**config.mk**
```make
export PLATFORM = sky130hd
export DESIGN_NAME = mod_n_down_counter
export DESIGN_NICKNAME = d
export VERILOG_FILES = /design/src/rtl/mod_n_down_counter.sv
export SDC_FILE = /design/constraint.sdc
export NUM_CORES = 1
export LEC_CHECK = 0
export ABC_AREA = 1
export CAP_MARGIN = 15
export CORE_AREA = 10 10 47 49
export CTS_BUF_LIST = sky130_fd_sc_hd__clkbuf_8
export DETAILED_ROUTE_END_ITERATION = 10
export DIE_AREA = 0 0 57 59
export SYNTH_ARGS = -nofsm -noshare
export SYNTH_HDL_FRONTEND = slang
export SYNTH_SLANG_ARGS = --single-unit
```
**constraint.sdc**
```tcl
create_clock -name clk_i -period 1.5 [get_ports clk_i]
set_clock_uncertainty 0.2 [all_clocks]
set_input_delay 0.3 -clock clk_i [delete_from_list [all_inputs] [get_ports clk_i]]
set_output_delay 0.3 -clock clk_i [all_outputs]
set_load 0.01 [all_outputs]
```
**src/rtl/mod_n_down_counter.sv**
```systemverilog
// mod_n_down_counter: synchronous mod-N down counter (N-1 .. 0, then back to N-1).
// Parallel load (clamped to N-1), count enable, combinational terminal count and
// a registered one-cycle wrap pulse.
// Build option: define MODN_DOWN_ONESHOT_EN for one-shot mode. In that mode the
// counter parks at 0 and raises a sticky done flag instead of wrapping. The port
// list is the same in both builds.
module mod_n_down_counter #(
    parameter int unsigned N     = 3,
    parameter int unsigned WIDTH = 3
) (
    input  logic             clk_i,
    input  logic             clr_ni,
    input  logic             en_i,
    input  logic             load_i,
    input  logic [WIDTH-1:0] load_val_i,
    output logic [WIDTH-1:0] q_o,
    output logic             tc_o,
    output logic             wrap_o,
    output logic             done_o
);

    localparam logic [WIDTH-1:0] MaxVal = WIDTH'(N - 1);

    // Reject a modulus below 2 or a count width too narrow to hold N-1.
    if (N < 2 || (64'd1 << WIDTH) < 64'(N)) begin : g_bad_params
        $error("mod_n_down_counter: illegal parameters N=%0d WIDTH=%0d", N, WIDTH);
    end

    logic [WIDTH-1:0] q_q, q_d;
    logic             wrap_q, wrap_d;
    logic [WIDTH-1:0] load_clamped;
    logic             at_zero;

    // Out-of-range load values saturate to the top count so Q stays legal.
    assign load_clamped = (load_val_i > MaxVal) ? MaxVal : load_val_i;
    assign at_zero      = (q_q == '0);

`ifdef MODN_DOWN_ONESHOT_EN
    logic done_q, done_d;

    // Next state, one-shot: load > enable > hold; parks at 0 and sets done.
    always_comb begin
        q_d    = q_q;
        wrap_d = 1'b0;
        done_d = done_q;
        if (load_i) begin
            q_d    = load_clamped;
            done_d = 1'b0;
        end else if (en_i) begin
            if (at_zero) begin
                done_d = 1'b1;
            end else begin
                q_d = q_q - WIDTH'(1);
            end
        end
    end

    // Sticky expiry flag, cleared only by load or reset.
    always_ff @(posedge clk_i or negedge clr_ni) begin
        if (!clr_ni) begin
            done_q <= 1'b0;
        end else begin
            done_q <= done_d;
        end
    end

    assign done_o = done_q;
`else
    // Next state, free-running: load > enable > hold; 0 wraps to N-1.
    always_comb begin
        q_d    = q_q;
        wrap_d = 1'b0;
        if (load_i) begin
            q_d = load_clamped;
        end else if (en_i) begin
            if (at_zero) begin
                q_d    = MaxVal;
                wrap_d = 1'b1;
            end else begin
                q_d = q_q - WIDTH'(1);
            end
        end
    end

    assign done_o = 1'b0;
`endif

    // Count and wrap-pulse registers, cleared asynchronously.
    always_ff @(posedge clk_i or negedge clr_ni) begin
        if (!clr_ni) begin
            q_q    <= '0;
            wrap_q <= 1'b0;
        end else begin
            q_q    <= q_d;
            wrap_q <= wrap_d;
        end
    end

    assign q_o    = q_q;
    assign tc_o   = at_zero;
    assign wrap_o = wrap_q;

    // The count must never leave 0..N-1.
    a_q_in_range : assert property (@(posedge clk_i) disable iff (!clr_ni) q_q <= MaxVal);

endmodule
```
* Yosys cells after proc, flatten, opt, wreduce, memory -nomap -nowiden
Cells that the tools add are included.
** Word-level totals
- Bits in registers :: 4
- Input port bits :: 7
** Cells by class
- $add $sub $neg :: 1
- $lt $le $gt $ge :: 1
- Mux-type cells :: 7
- Reductions and logical operators :: 2
** Operators by type and width (count)
- 3-bit two-way mux :: 4
- 3-bit by 2-bit greater-than comparator with 1-bit output (second input constant) :: 1
- 3-bit zero test :: 1
- 1-bit two-way mux :: 3
- 3-bit by 1-bit subtractor with 3-bit output (second input constant) :: 1
- 2-bit nonzero test :: 1

* Longest topological paths before layout
- Word-level depth :: 4
- Depth in mapped cells :: 7

* Worst setup path before layout
OpenSTA, ideal clock, no wires.
- Path kind :: flip-flop to output port
- From :: register q_q[0] (netlist: q_o[0])
- To :: output tc_o
- Arrival time :: 851 ps
- Data required time :: 1000 ps
- Path slack :: 149 ps
- Cell stages (with the launch flop) :: 5
- Path buffers :: 0
- Cell sequence :: dfrtp_1 inv_1 ha_1 nand2_1 inv_1
** On the way
- Word-level cells in the longest chain between the ends :: 1
** Ends and longest elaborated chain
- start, declared :: RTL line 29 : logic [WIDTH-1:0] q_q, q_d;
- start signal, assigned :: RTL line 94 : q_q <= q_d;
- 3-bit zero test :: RTL line 36 : assign at_zero = (q_q == '0);
- end, declared :: RTL line 17 : output logic tc_o,
No other way between the ends.

* Worst setup path in the final report
- From :: register q_q[1] (netlist: q_o[1])
- To :: output tc_o
The elaborated chain is that of the path after synthesis.

==> summary.md <==
| Metric | Value |
|---|---|
| Status | `finished, violations left` |
| Failing checks | `negative setup slack` |
| Vias/cell | `3.79` |
| Top delay family on crit path | `flip-flops` |
| Vias after detailed routing | `277` |
| Die height | `59 um` |
| Clock Latency Late Sink | `210 ps` |
| Minimum clock period | `1510 ps` |
| Final slew viol count | `0` |
| Synth async-reset ratio | `100%` |
| CTS tree | `built` |
| Most common cell in the netlist | `nand2_1` |
| Endpoints failing setup | `1` |
| CP Buf/Inv Count | `3` |
| Syn_area_per_cell | `7.09 um2` |
| Crit path arrival time | `1010 ps` |
| Number of cells on the critical path | `5` |
| WL met2 | `286 um` |
| CP Capture Point | `tc_o` |
| CTS root buffer | `clkbuf_8` |
| IO Pins | `13` |
| Final period utilization | `101%` |
| Setup TNS | `-10.5 ps` |
| Clk buf depth | `2` |
| Leak pwr | `0.000257 uW` |
| Port buffer count | `11` |
| Final GP Congestion | `0.704` |
| H-tree levels | `1` |
| Routed wire length | `670 um` |
| Largest cells by area after synthesis | `dfrtp_1 39%, nand2_1 16%, ha_1 9.8%` |
| Crit Path Max Fanout | `2` |
| Post-DP HPWL | `561 um` |
| R2R depth | `8` |
| Crit end category | `output port` |
| Hold Path Class | `input pin to asynchronous set/reset pin` |
| Drt pass-1 iters | `2` |
| Met1 WL | `297 um` |
| Share of post-route cells with drive strength above 1 | `35.1%` |
| Die width | `57 um` |
| Worst r2r src | `q_o[0]$_DFFE_PN0P_` |
| Synth Net Count | `45` |
| Synth warnings | `0` |
| Fin. Hold Viols | `0` |
| Critical Setup Path Class | `register to output port` |
| Initial detailed-routing violation count | `3` |
| Cell area after synthesis | `255 um2` |
| Core Region | `1400 um2` |
| Antenna violations before repair | `0` |
| Data required, critical path | `1000 ps` |
| Yosys top cell by area | `dfrtp_1` |
| CP peak stage delay | `380 ps` |
| Initial Utilization | `18.2%` |
| Highest Signal Layer | `met3` |
| GRT Residual Overflow | `0` |
| PD cells | `1240 nW/um2` |
| First-pass GRT wire length | `1150 um` |
| Wire length on met3 | `86 um` |
| DIE AREA | `3360 um2` |
| Yosys reg bits | `4` |
| Pre-CTS setup slack | `-221 ps` |
| Clock Sinks | `4` |
| NumNets Final | `68` |
| Seq/Total Area, Yosys | `39.2%` |
| Critical-path cell list | `inv_2 -> ha_4 -> nand2_2 -> inv_1 -> buf_2` |
| Most frequent cells after synthesis | `11 x nand2_1, 5 x inv_1, 4 x dfrtp_1, 4 x nand3_1` |
| Slowest-stage cell, CP | `dfrtp_1` |
| EDFF count, synth | `0` |
| Filler Cell Count | `157` |
| Largest net degree at the start of global routing | `5` |
| Max_cap viols | `0` |
| Max Clock Freq | `0.662 GHz` |
| Diodes inserted | `0` |
| Placement Rows | `14` |
| Antenna Violating Nets Remaining | `0` |
| Startpoint Class | `register` |
| Top cell type's share of synthesized area | `39.2%` |
| Flop-to-flop setup slack | `110 ps` |
| Post-route insts no fill | `73` |
| All-Layer GR Usage | `4.46%` |
| R2R Path End | `q_o[2]$_DFFE_PN0P_` |
| Area Growth Syn to Fin | `89.2%` |
| DRC Markers | `0` |
| Number of global-route vias before repair | `308` |
| VDD IR max | `0.000761 V` |
| Inst Count DP | `69` |
| Cts bufs inserted | `3` |
| RSZ-0062 raised after global routing | `true` |
| Synth Flop Type | `dfrtp_1` |
| Final worst slack | `-10.5 ps` |
| Synth cell types | `14` |
| Clock slew at reported path FFs | `30 ps` |
| Routed WL per cell | `9.18 um` |
| Syn Inst Count | `36` |
| Worst setup path startpoint | `q_o[1]$_DFFE_PN0P_` |
-- layout by cell type (no fill, tap or decap), drive strengths merged --
master / n
clkdlybuf4s50: 6
nor2: 3
nor3: 1
clkbuf: 4
clkdlybuf4s15: 2
nand2: 12
ha: 2
buf: 9
dlygate4sd2: 1
conb: 1
o21ai: 1
dfrtp: 4
nand3: 4
inv: 6
a21oi: 1
-- power by group --
part / switching (uW) / total [uW] / internal [uW]
combinational: 112 / 241 / 129
clock: 47.7 / 218 / 170
sequential: 11.3 / 139 / 128
-- cell families after synthesis --
| logic type | after synthesis | synth area share (%) |
|---|---|---|
| other | 1 | 1.47 |
| buffers and inverters | 7 | 11.8 |
| adder cells (fa/ha/maj) | 2 | 9.80 |
| flip-flops | 4 | 39.2 |
| AND/OR/NAND/NOR | 20 | 33.8 |
| AO/OA/AOI/OAI | 2 | 3.92 |
-- state kept, by name, summed over array words and instances (netlist names) --
register	count
q_o	3
wrap_o	1
-- how the worst min path moves through the flow --
stage | endpoint | from | slack [ps] | cells past startpoint
floorplan | q_o[0]$_DFFE_PN0P_ | clr_ni | -200 | 0
global placement | wrap_o$_DFF_PN0_ | clr_ni | 310 | 1
detailed placement | q_o[1]$_DFFE_PN0P_ | clr_ni | 310 | 1
CTS | wrap_o$_DFF_PN0_ | clr_ni | 90 | 1
global route | wrap_o$_DFF_PN0_ | clr_ni | 100 | 1
finish | q_o[2]$_DFFE_PN0P_ | clr_ni | 90 | 1
-- cell type report --
class | count | area [um2] | area share, %
Tap cell | 16 | 20.0 | 4.15
Timing Repair Buffer | 19 | 159 | 32.9
Inverter | 6 | 22.5 | 4.66
Multi-Input combinational cell | 25 | 140 | 29.0
Clock buffer | 3 | 41.3 | 8.55
Sequential cell | 4 | 100 | 20.7
-- per-stage QoR --
stage                     hold WS, ps  total power, uW  utilization (%)  cell area, um2
final                            89.3              598             34.5             483
after detailed placement          315              375             30.7             430
after global placement            314              372             30.7             430
after floorplan                  -196              233                -             255
after CTS                        88.2              584             33.1             464
after global routing             99.1              653             34.5             483
-- repair_timing --
action	4_1_cts	5_1_grt
gates resized for setup	11	6
hold buffers	0	0
setup endpoints to repair	5	3
buffers inserted	0	1
pin swaps	1	1
-- routing by layer --
metal | GRT usage [%] | vias up
li1 | - | 150
met4 | 3.02 | 0
met1 | 4.18 | 116
met2 | 6.05 | 11
met3 | 4.29 | 0
met5 | 0 | -
Note: power is estimated with default switching activity, not from simulation.
